$ cat config.mk
export PLATFORM = sky130hd
export DESIGN_NAME = amstrad_mem_arbiter
export DESIGN_NICKNAME = d
export VERILOG_FILES = /design/src/rtl/amstrad_mem_arbiter.sv
export SDC_FILE = /design/constraint.sdc
export NUM_CORES = 1
export LEC_CHECK = 0
export ABC_AREA = 1
export BUFFER_PORTS_ARGS = -buffer_cell sky130_fd_sc_hd__buf_2
export CORE_MARGIN = 5
export CORE_UTILIZATION = 35
export CTS_CLUSTER_DIAMETER = 80
export CTS_CLUSTER_SIZE = 30
export DETAILED_ROUTE_END_ITERATION = 12
export PLACE_DENSITY = 0.64
export SYNTH_ARGS = -nofsm -noshare
export SYNTH_HDL_FRONTEND = slang
export SYNTH_SLANG_ARGS = --single-unit
export TNS_END_PERCENT = 100
$ cat constraint.sdc
create_clock -name clk -period 1.6 [get_ports clk]
set_input_delay 0.16 -clock clk [delete_from_list [all_inputs] [get_ports clk]]
set_output_delay 0.16 -clock clk [all_outputs]
set_load 0.005 [all_outputs]
$ cat src/rtl/amstrad_mem_arbiter.sv
// amstrad_mem_arbiter: single-port scheduler in front of the SDRAM/ROM backend.
// Serves video fetch (16-bit read), Z80 cycles (8-bit r/w) and the ROM/disk
// loader (8-bit writes) one transaction at a time over a req/ack handshake.
// Fixed priority vid > cpu > ldr, with a starvation override for the loader.
// Optional build macro ARB_STATS_EN adds saturating per-requester completion
// counters (stat_vid/stat_cpu/stat_ldr) and a stat_clr input.
module amstrad_mem_arbiter #(
  parameter int unsigned        ADDR_W     = 23,
  parameter logic [ADDR_W-1:0]  VID_BASE   = '0,
  parameter int unsigned        STARVE_MAX = 8
) (
  input  logic              clk,
  input  logic              reset,
  input  logic              vid_req,
  input  logic [14:0]       vid_addr,
  output logic [15:0]       vid_data,
  output logic              vid_valid,
  output logic              vid_overrun,
  input  logic              cpu_rd,
  input  logic              cpu_wr,
  input  logic [ADDR_W-1:0] cpu_addr,
  input  logic [7:0]        cpu_dout,
  output logic [7:0]        cpu_din,
  output logic              cpu_busy,
  input  logic              ldr_wr,
  input  logic [ADDR_W-1:0] ldr_addr,
  input  logic [7:0]        ldr_data,
  output logic              ldr_ack,
  output logic              mem_req,
  output logic              mem_we,
  output logic              mem_16,
  output logic [ADDR_W-1:0] mem_addr,
  output logic [7:0]        mem_wdata,
  input  logic [15:0]       mem_rdata,
  input  logic              mem_ack
`ifdef ARB_STATS_EN
  ,
  input  logic              stat_clr,
  output logic [15:0]       stat_vid,
  output logic [15:0]       stat_cpu,
  output logic [15:0]       stat_ldr
`endif
);

  typedef enum logic [1:0] {S_IDLE, S_VID, S_CPU, S_LDR} state_t;

  localparam int unsigned     CNT_W      = (STARVE_MAX < 1) ? 1 : $clog2(STARVE_MAX + 1);
  localparam logic [CNT_W-1:0] STARVE_LIM = CNT_W'(STARVE_MAX);

  state_t             r_state, w_state_nxt;
  logic               w_gnt_vid, w_gnt_cpu, w_gnt_ldr;
  logic               w_done_vid, w_done_cpu, w_done_ldr;

  logic               r_vid_pend, r_vid_overrun;
  logic [14:0]        r_vid_addr;

  logic               w_cpu_strb, w_cpu_rise;
  logic               r_cpu_strb_d, r_cpu_pend, r_cpu_busy, r_cpu_we;
  logic [ADDR_W-1:0]  r_cpu_addr;
  logic [7:0]         r_cpu_wdata;

  logic               w_ldr_busy;
  logic               r_ldr_pend, r_ldr_arm;
  logic [ADDR_W-1:0]  r_ldr_addr;
  logic [7:0]         r_ldr_wdata;

  logic [CNT_W-1:0]   r_starve_cnt;

  logic               r_mem_we, r_mem_16;
  logic [ADDR_W-1:0]  r_mem_addr;
  logic [7:0]         r_mem_wdata;

  logic [15:0]        r_vid_data;
  logic               r_vid_valid, r_ldr_ack;
  logic [7:0]         r_cpu_din;

  assign w_done_vid = mem_ack && (r_state == S_VID);
  assign w_done_cpu = mem_ack && (r_state == S_CPU);
  assign w_done_ldr = mem_ack && (r_state == S_LDR);

  // State register
  always_ff @(posedge clk) begin
    if (reset) r_state <= S_IDLE;
    else       r_state <= w_state_nxt;
  end

  // Grant selection in IDLE, wait for backend ack in the busy states
  always_comb begin
    w_state_nxt = r_state;
    w_gnt_vid   = 1'b0;
    w_gnt_cpu   = 1'b0;
    w_gnt_ldr   = 1'b0;
    case (r_state)
      S_IDLE: begin
        if (r_ldr_pend && (r_starve_cnt == STARVE_LIM)) begin
          w_state_nxt = S_LDR;
          w_gnt_ldr   = 1'b1;
        end else if (r_vid_pend) begin
          w_state_nxt = S_VID;
          w_gnt_vid   = 1'b1;
        end else if (r_cpu_pend) begin
          w_state_nxt = S_CPU;
          w_gnt_cpu   = 1'b1;
        end else if (r_ldr_pend) begin
          w_state_nxt = S_LDR;
          w_gnt_ldr   = 1'b1;
        end
      end
      S_VID, S_CPU, S_LDR: begin
        if (mem_ack) w_state_nxt = S_IDLE;
      end
      default: w_state_nxt = S_IDLE;
    endcase
  end

  // Video request slot: pend clears at grant so a same-cycle request refills it
  always_ff @(posedge clk) begin
    if (reset) begin
      r_vid_pend    <= 1'b0;
      r_vid_addr    <= '0;
      r_vid_overrun <= 1'b0;
    end else if (vid_req) begin
      r_vid_pend <= 1'b1;
      r_vid_addr <= vid_addr;
      if (r_vid_pend && !w_gnt_vid) r_vid_overrun <= 1'b1;
    end else if (w_gnt_vid) begin
      r_vid_pend <= 1'b0;
    end
  end

  assign w_cpu_strb = cpu_rd | cpu_wr;
  assign w_cpu_rise = w_cpu_strb & ~r_cpu_strb_d;

  // CPU capture on strobe rising edge; busy holds until the backend completes
  always_ff @(posedge clk) begin
    if (reset) begin
      r_cpu_strb_d <= 1'b0;
      r_cpu_pend   <= 1'b0;
      r_cpu_busy   <= 1'b0;
      r_cpu_we     <= 1'b0;
      r_cpu_addr   <= '0;
      r_cpu_wdata  <= '0;
    end else begin
      r_cpu_strb_d <= w_cpu_strb;
      if (w_cpu_rise && !r_cpu_busy) begin
        r_cpu_pend  <= 1'b1;
        r_cpu_busy  <= 1'b1;
        r_cpu_we    <= cpu_wr;
        r_cpu_addr  <= cpu_addr;
        r_cpu_wdata <= cpu_dout;
      end else begin
        if (w_gnt_cpu)  r_cpu_pend <= 1'b0;
        if (w_done_cpu) r_cpu_busy <= 1'b0;
      end
    end
  end

  assign w_ldr_busy = r_ldr_pend | (r_state == S_LDR);

  // Loader capture; re-arms only after a cycle with ldr_wr low while idle
  always_ff @(posedge clk) begin
    if (reset) begin
      r_ldr_pend  <= 1'b0;
      r_ldr_arm   <= 1'b1;
      r_ldr_addr  <= '0;
      r_ldr_wdata <= '0;
    end else if (ldr_wr && r_ldr_arm && !w_ldr_busy) begin
      r_ldr_pend  <= 1'b1;
      r_ldr_arm   <= 1'b0;
      r_ldr_addr  <= ldr_addr;
      r_ldr_wdata <= ldr_data;
    end else begin
      if (w_gnt_ldr)               r_ldr_pend <= 1'b0;
      if (!ldr_wr && !w_ldr_busy)  r_ldr_arm  <= 1'b1;
    end
  end

  // Starvation counter: counts higher-priority grants the loader waited through
  always_ff @(posedge clk) begin
    if (reset || w_gnt_ldr) begin
      r_starve_cnt <= '0;
    end else if ((w_gnt_vid || w_gnt_cpu) && r_ldr_pend && (r_starve_cnt != STARVE_LIM)) begin
      r_starve_cnt <= r_starve_cnt + CNT_W'(1);
    end
  end

  // Backend command registers, loaded on grant and held until the next grant
  always_ff @(posedge clk) begin
    if (reset) begin
      r_mem_we    <= 1'b0;
      r_mem_16    <= 1'b0;
      r_mem_addr  <= '0;
      r_mem_wdata <= '0;
    end else if (w_gnt_vid) begin
      r_mem_we    <= 1'b0;
      r_mem_16    <= 1'b1;
      r_mem_addr  <= VID_BASE + ADDR_W'({r_vid_addr, 1'b0});
      r_mem_wdata <= '0;
    end else if (w_gnt_cpu) begin
      r_mem_we    <= r_cpu_we;
      r_mem_16    <= 1'b0;
      r_mem_addr  <= r_cpu_addr;
      r_mem_wdata <= r_cpu_wdata;
    end else if (w_gnt_ldr) begin
      r_mem_we    <= 1'b1;
      r_mem_16    <= 1'b0;
      r_mem_addr  <= r_ldr_addr;
      r_mem_wdata <= r_ldr_wdata;
    end
  end

  // Return data and completion pulses to the owning requester
  always_ff @(posedge clk) begin
    if (reset) begin
      r_vid_data  <= '0;
      r_vid_valid <= 1'b0;
      r_cpu_din   <= '0;
      r_ldr_ack   <= 1'b0;
    end else begin
      r_vid_valid <= w_done_vid;
      r_ldr_ack   <= w_done_ldr;
      if (w_done_vid)              r_vid_data <= mem_rdata;
      if (w_done_cpu && !r_mem_we) r_cpu_din  <= mem_rdata[7:0];
    end
  end

  assign mem_req     = (r_state != S_IDLE);
  assign mem_we      = r_mem_we;
  assign mem_16      = r_mem_16;
  assign mem_addr    = r_mem_addr;
  assign mem_wdata   = r_mem_wdata;
  assign vid_data    = r_vid_data;
  assign vid_valid   = r_vid_valid;
  assign vid_overrun = r_vid_overrun;
  assign cpu_din     = r_cpu_din;
  assign cpu_busy    = r_cpu_busy;
  assign ldr_ack     = r_ldr_ack;

`ifdef ARB_STATS_EN
  logic [15:0] r_stat_vid, r_stat_cpu, r_stat_ldr;

  // Completion counters; clear dominates, counts saturate at all-ones
  always_ff @(posedge clk) begin
    if (reset || stat_clr) begin
      r_stat_vid <= '0;
      r_stat_cpu <= '0;
      r_stat_ldr <= '0;
    end else begin
      if (w_done_vid && (r_stat_vid != '1)) r_stat_vid <= r_stat_vid + 16'd1;
      if (w_done_cpu && (r_stat_cpu != '1)) r_stat_cpu <= r_stat_cpu + 16'd1;
      if (w_done_ldr && (r_stat_ldr != '1)) r_stat_ldr <= r_stat_ldr + 16'd1;
    end
  end

  assign stat_vid = r_stat_vid;
  assign stat_cpu = r_stat_cpu;
  assign stat_ldr = r_stat_ldr;
`endif

endmodule

# == After elaboration in Yosys (flattened, before gate mapping) ==
# Index checks and enable logic that the tools add are counted.
# word_totals
in_bits,100
reg_bits,150
wordCells,105
# op_classes
n_reduce_logical,32
bitwise_logic,4
add_sub_neg,1
eq_ne,7
muxes,37
# ops
op,n
$mux W23,2
$mux W1,26
$mux W16,1
$mux W8,2
$reduce_bool A2 Y1,7
$logic_and A1 B1 Y1,12
$mux W2,5
$logic_not A1 Y1,5
$ne A5 B5 Y1 const B,1
$add A4 B1 Y4 const B,1
$eq A2 B2 Y1 const B,2
$eq A4 B4 Y1 const B,1
$ne A4 B4 Y1 const B,1
$pmux W2 S2,1
$reduce_and A2 Y1,2
$reduce_bool A3 Y1,1
$reduce_or A3 Y1,1
$eq A2 B1 Y1 const B,1
$logic_not A2 Y1,1
$logic_or A1 B1 Y1,2
$ne A2 B2 Y1 const B,1
$or A1 B1 Y1,2
$reduce_or A2 Y1,1
$and A1 B1 Y1,1
$not A1 Y1,1

# == Depth between registers and ports, before layout ==
# logic_depth
depth_word,8
mapped_depth,10

# == Least setup slack after synthesis ==
# No wires, ideal clock.
# synth_path
path_type,register -> register
startpoint,register r_starve_cnt[0]
endpoint,"register r_mem_addr[0], in the netlist mem_addr[0]"
setup_ns,0.117
setup_slack_ns,0.127
n_path_buf,1
stages_incl_launch_ff,10
required_time_ns,1.483
arrival_time_ns,1.356
cell_sequence,dfxtp_1 -> inv_1 -> ha_1 -> nand4_2 -> nand3_2 -> nand2_4 -> buf_4 -> nor2_1 -> nor2_1 -> nor2_1
# synth_via
elab_chain_cells,5
# synth_lines
item,line,text
from (decl),67,logic [CNT_W-1:0] r_starve_cnt;
from (signal assigned),183,r_starve_cnt <= r_starve_cnt + CNT_W'(1);
$eq A4 B4 Y1 *,95,if (r_ldr_pend && (r_starve_cnt == STARVE_LIM)) begin
$logic_and A1 B1 Y1 *,95,
$mux W1,95,
$mux W1,93,case (r_state)
$mux W23 (tied with other cells),199,end else if (w_gnt_cpu) begin
to (signal assigned),197,"r_mem_addr <= VID_BASE + ADDR_W'({r_vid_addr, 1'b0});"
to (signal assigned),202,r_mem_addr <= r_cpu_addr;
to (signal assigned),207,r_mem_addr <= r_ldr_addr;
to (decl),70,logic [ADDR_W-1:0] r_mem_addr;
# Every way passes the cells marked *; elsewhere a longest branch is shown, timed or not.
# A chain may end at the register's enable or synchronous reset.

# == Worst setup path after layout ==
# layout_path
startpoint,register r_starve_cnt[0]
endpoint,"register r_mem_addr[12], in the netlist mem_addr[12]"
# layout_via
elab_chain_cells,6
# layout_lines
item,line,text
$eq A4 B4 Y1 *,95,
$logic_and A1 B1 Y1 *,95,
$mux W1,95,
$mux W1,93,
$mux W23,199,
$mux W16,194,end else if (w_gnt_vid) begin
# Marked as above.

==> flow_summary.yaml <==
pwr:
  pwr-share-comb: 0.205
  ir_worst_vdd_v: 0.0009128
  power.internal_mw: 7.516
  p_leak_nw: 3.883
  switching_share: 0.2872
  clkPwrFrac: 0.382
  p_total_mw: 10.55
  power_frac_seq: 0.413
  p_sw_mw: 3.029
  p_per_area_nw_per_um2: 1247
global_routing:
  antenna_found_initial: 1
  grt_max_degree: 44
  grtUsageTotal: 0.1754
  grt_pass1_wl_um: 28230
  grt_pass1_vias: 5570
  grt_overflow: 0
routing:
  drc: 0
  wirelength_um: 17920
  drtIter0Drc: 433
  vias_per_cell: 4.782
  dr.pass1.iters: 5
  vias: 5997
  ant_nets: 0
  wl_per_cell_um: 14.29
final_layout:
  diodes: 0
  areaGrowthSynthToFinish_pct: 40.56
  drive_gt1_frac: 0.2430
  fin_nets: 1118
  utilization: 0.4957
  layout.cells.non_filler: 1254
clock_tree:
  clk_transition_reported_paths_ns: 0.06
  numClockSinks: 150
  tritoncts: "built"
  clockBufferDepth: 2
  h-tree-depth: 4
  numCtsBuffers: 17
  root_buffer: "clkbuf_16"
  insertion_delay_ns: 0.42
yosys:
  ys_warn_count: 0
  synth.avg_cell_area_um2: 7.464
  synth_edf_count: 0
  ys_top_cells_by_count: "nor2_1 (169), dfxtp_1 (150), o21ai_0 (130)"
  synth_top_area_frac: 0.4992
  ys_seq_area_frac: 0.4992
  yosysMostFrequentCell: "nor2_1"
  syn-cell-area_um2: 6016
  synthCells: 806
  ys_ff_latch: 150
  yosysUniqueCellTypes: 35
  syn-num-nets: 908
  yosys-top-cells-area: "dfxtp_1 (50%), o21ai_0 (11%), nor2_1 (11%)"
  synthArstFlopShare: 0
  yosysTopAreaCell: "dfxtp_1"
  synth_ff_type: "dfxtp_1"
timing:
  final_hold_viol_count: 0
  maxSlewViolCount: 0
  fin_crit_sh: 0.9484
  hold_ws_ns: 0.01371
  setup-violations-final: 0
  setup_tns_ns: 0
  fmax_mhz: 659.0
  clock-skew-final_ns: 0.006832
  slew_headroom: 0.6618
  min_period_ns: 1.517
  worst_slew_pin_slew_ns: 0.5067
critical_path:
  crit_arrival_ns: 1.83
  worstPathRequired_ns: 1.91
  r2r_setup_slack_ns: 0.08
  critPathMaxStageDelay_ns: 0.33
  r2r_cells: 9
  endpoint: "mem_addr[12]"
  crit_chain: "inv_1 > ha_2 > nand4_4 > nand3_4 > buf_12 > clkbuf_16 > nand2_1 > nand3_1 > a21oi_1"
  startpoint_type: "flop"
  crit_start: "r_starve_cnt[0]"
  worst-path-max-fanout: 9
  path_class: "reg2reg"
  rr_startpoint: "r_starve_cnt[0]"
  endpoint_kind: "flop"
  slowest_stage: "dfxtp_2"
  worst_r2r_endpoint: "mem_addr[12]"
placed_design:
  port_buffers: 161
  gp_congestion: 0.8083
  dp_hpwl_um: 12040
  dp.cells: 1167
die:
  fp.dieW_um: 141.1
  num_io_pins: 162
  floorplan.initialDensity: 0.3527
  core-area_um2: 17060
  die_h_um: 141.1
  rows: 48
  die_area_um2: 19910
outcome:
  status: "finished, final reports clean"
worst_hold_path:
  hold_path_class: "in2reg"
flow_run:
  max-cap-violations: 0
[cell families (layout without fill, tap and decap cells)]
logic type / count (synthesis) / count (layout) / synth area share
XOR/XNOR: 2 / 2 / 0.002912
AO/OA/AOI/OAI: 211 / 211 / 0.1789
buffers and inverters: 144 / 366 / 0.09671
AND/OR/NAND/NOR: 297 / 298 / 0.2182
flip-flops: 150 / 150 / 0.4992
adder cells (fa/ha/maj): 2 / 2 / 0.004159
[flip-flops by register name, indices dropped and copies added, names as in the netlist, 2 cells and up]
name          flops
r_ldr_addr       23
mem_addr         23
r_starve_cnt      4
r_state           2
vid_data         16
r_vid_addr       15
r_cpu_addr       23
r_ldr_wdata       8
mem_wdata         8
r_cpu_wdata       8
cpu_din           8
[power by group through the flow]
stage	Combinational [mW]	Sequential (mW)	Clock, mW
2_1_floorplan	1.16	4.40	0
4_1_cts	2.07	4.35	4.11
5_1_grt	2.42	4.40	4.28
3_5_place_dp	1.97	4.43	0
3_3_place_gp	1.94	4.43	0
6_report	2.16	4.36	4.03
[metrics by stage]
stage / instance area, um^2 / setup WS [ns]
floorplan: 6016 / 0.1266
detailed placement: 7211 / 0.03689
global route: 8456 / -0.01215
finish: 8456 / 0.08257
CTS: 8280 / 0.02128
global placement: 7211 / 0.07123
[layout make-up]
class	instances	area, um^2
timing repair buffer	243	1739
tap	225	281.5
clock inverter	12	152.6
fill	1657	8601
clock buffer	20	436.7
inverter	91	342.8
multi-input combinational	513	2497
sequential	150	3005
[cell usage in the layout, fill, tap and decap left out, types with 3 or more instances in the layout]
| master | count |
|---|---|
| nor2_1 | 169 |
| buf_2 | 161 |
| dfxtp_1 | 148 |
| o21ai_0 | 127 |
| inv_1 | 85 |
| a21oi_1 | 71 |
| dlygate4sd3_1 | 48 |
| nand2_1 | 46 |
| nand3_1 | 39 |
| nand4_1 | 30 |
| clkbuf_16 | 20 |
| buf_4 | 19 |
| buf_12 | 11 |
| inv_2 | 5 |
| o21ai_1 | 5 |
| clkinv_2 | 4 |
| clkinvlp_4 | 4 |
| clkbuf_1 | 3 |
| bufinv_16 | 3 |
[critical path: cells and delay by family (launching register included)]
family	cells	cell delay (ns)
AOI/OAI and AO/OA	1	0.07
and+or+nand+nor	4	0.43
adders and majority gates	1	0.20
buffers and inverters	3	0.38
DFF	1	0.33
[how the worst min path moves through the flow]
stage,slack (ns),cells after the start,from,endpoint
finish,0.01,3,ldr_addr[10],r_ldr_addr[10]
global route,0.02,3,cpu_dout[0],r_cpu_wdata[0]
CTS,0.004,3,ldr_addr[10],r_ldr_addr[10]
detailed placement,0.39,3,vid_addr[4],r_vid_addr[4]
global placement,0.38,3,mem_rdata[13],vid_data[13]
floorplan,0.24,1,reset,ldr_ack
[timing repair]
action,CTS,global route
hold endpoints to repair,56,0
hold buffers,48,0
gates resized for setup,0,14
buffers inserted,0,3
setup endpoints to repair,0,38
[layer usage]
metal | GRT usage | share of wire | vias up
met5 | 0 | 0.00039 | -
met4 | 0.06476 | 0.021 | 2
met3 | 0.04444 | 0.056 | 29
met2 | 0.2812 | 0.46 | 164
met1 | 0.2283 | 0.46 | 2744
li1 | - | - | 3058
(Power assumes the default switching activity.)
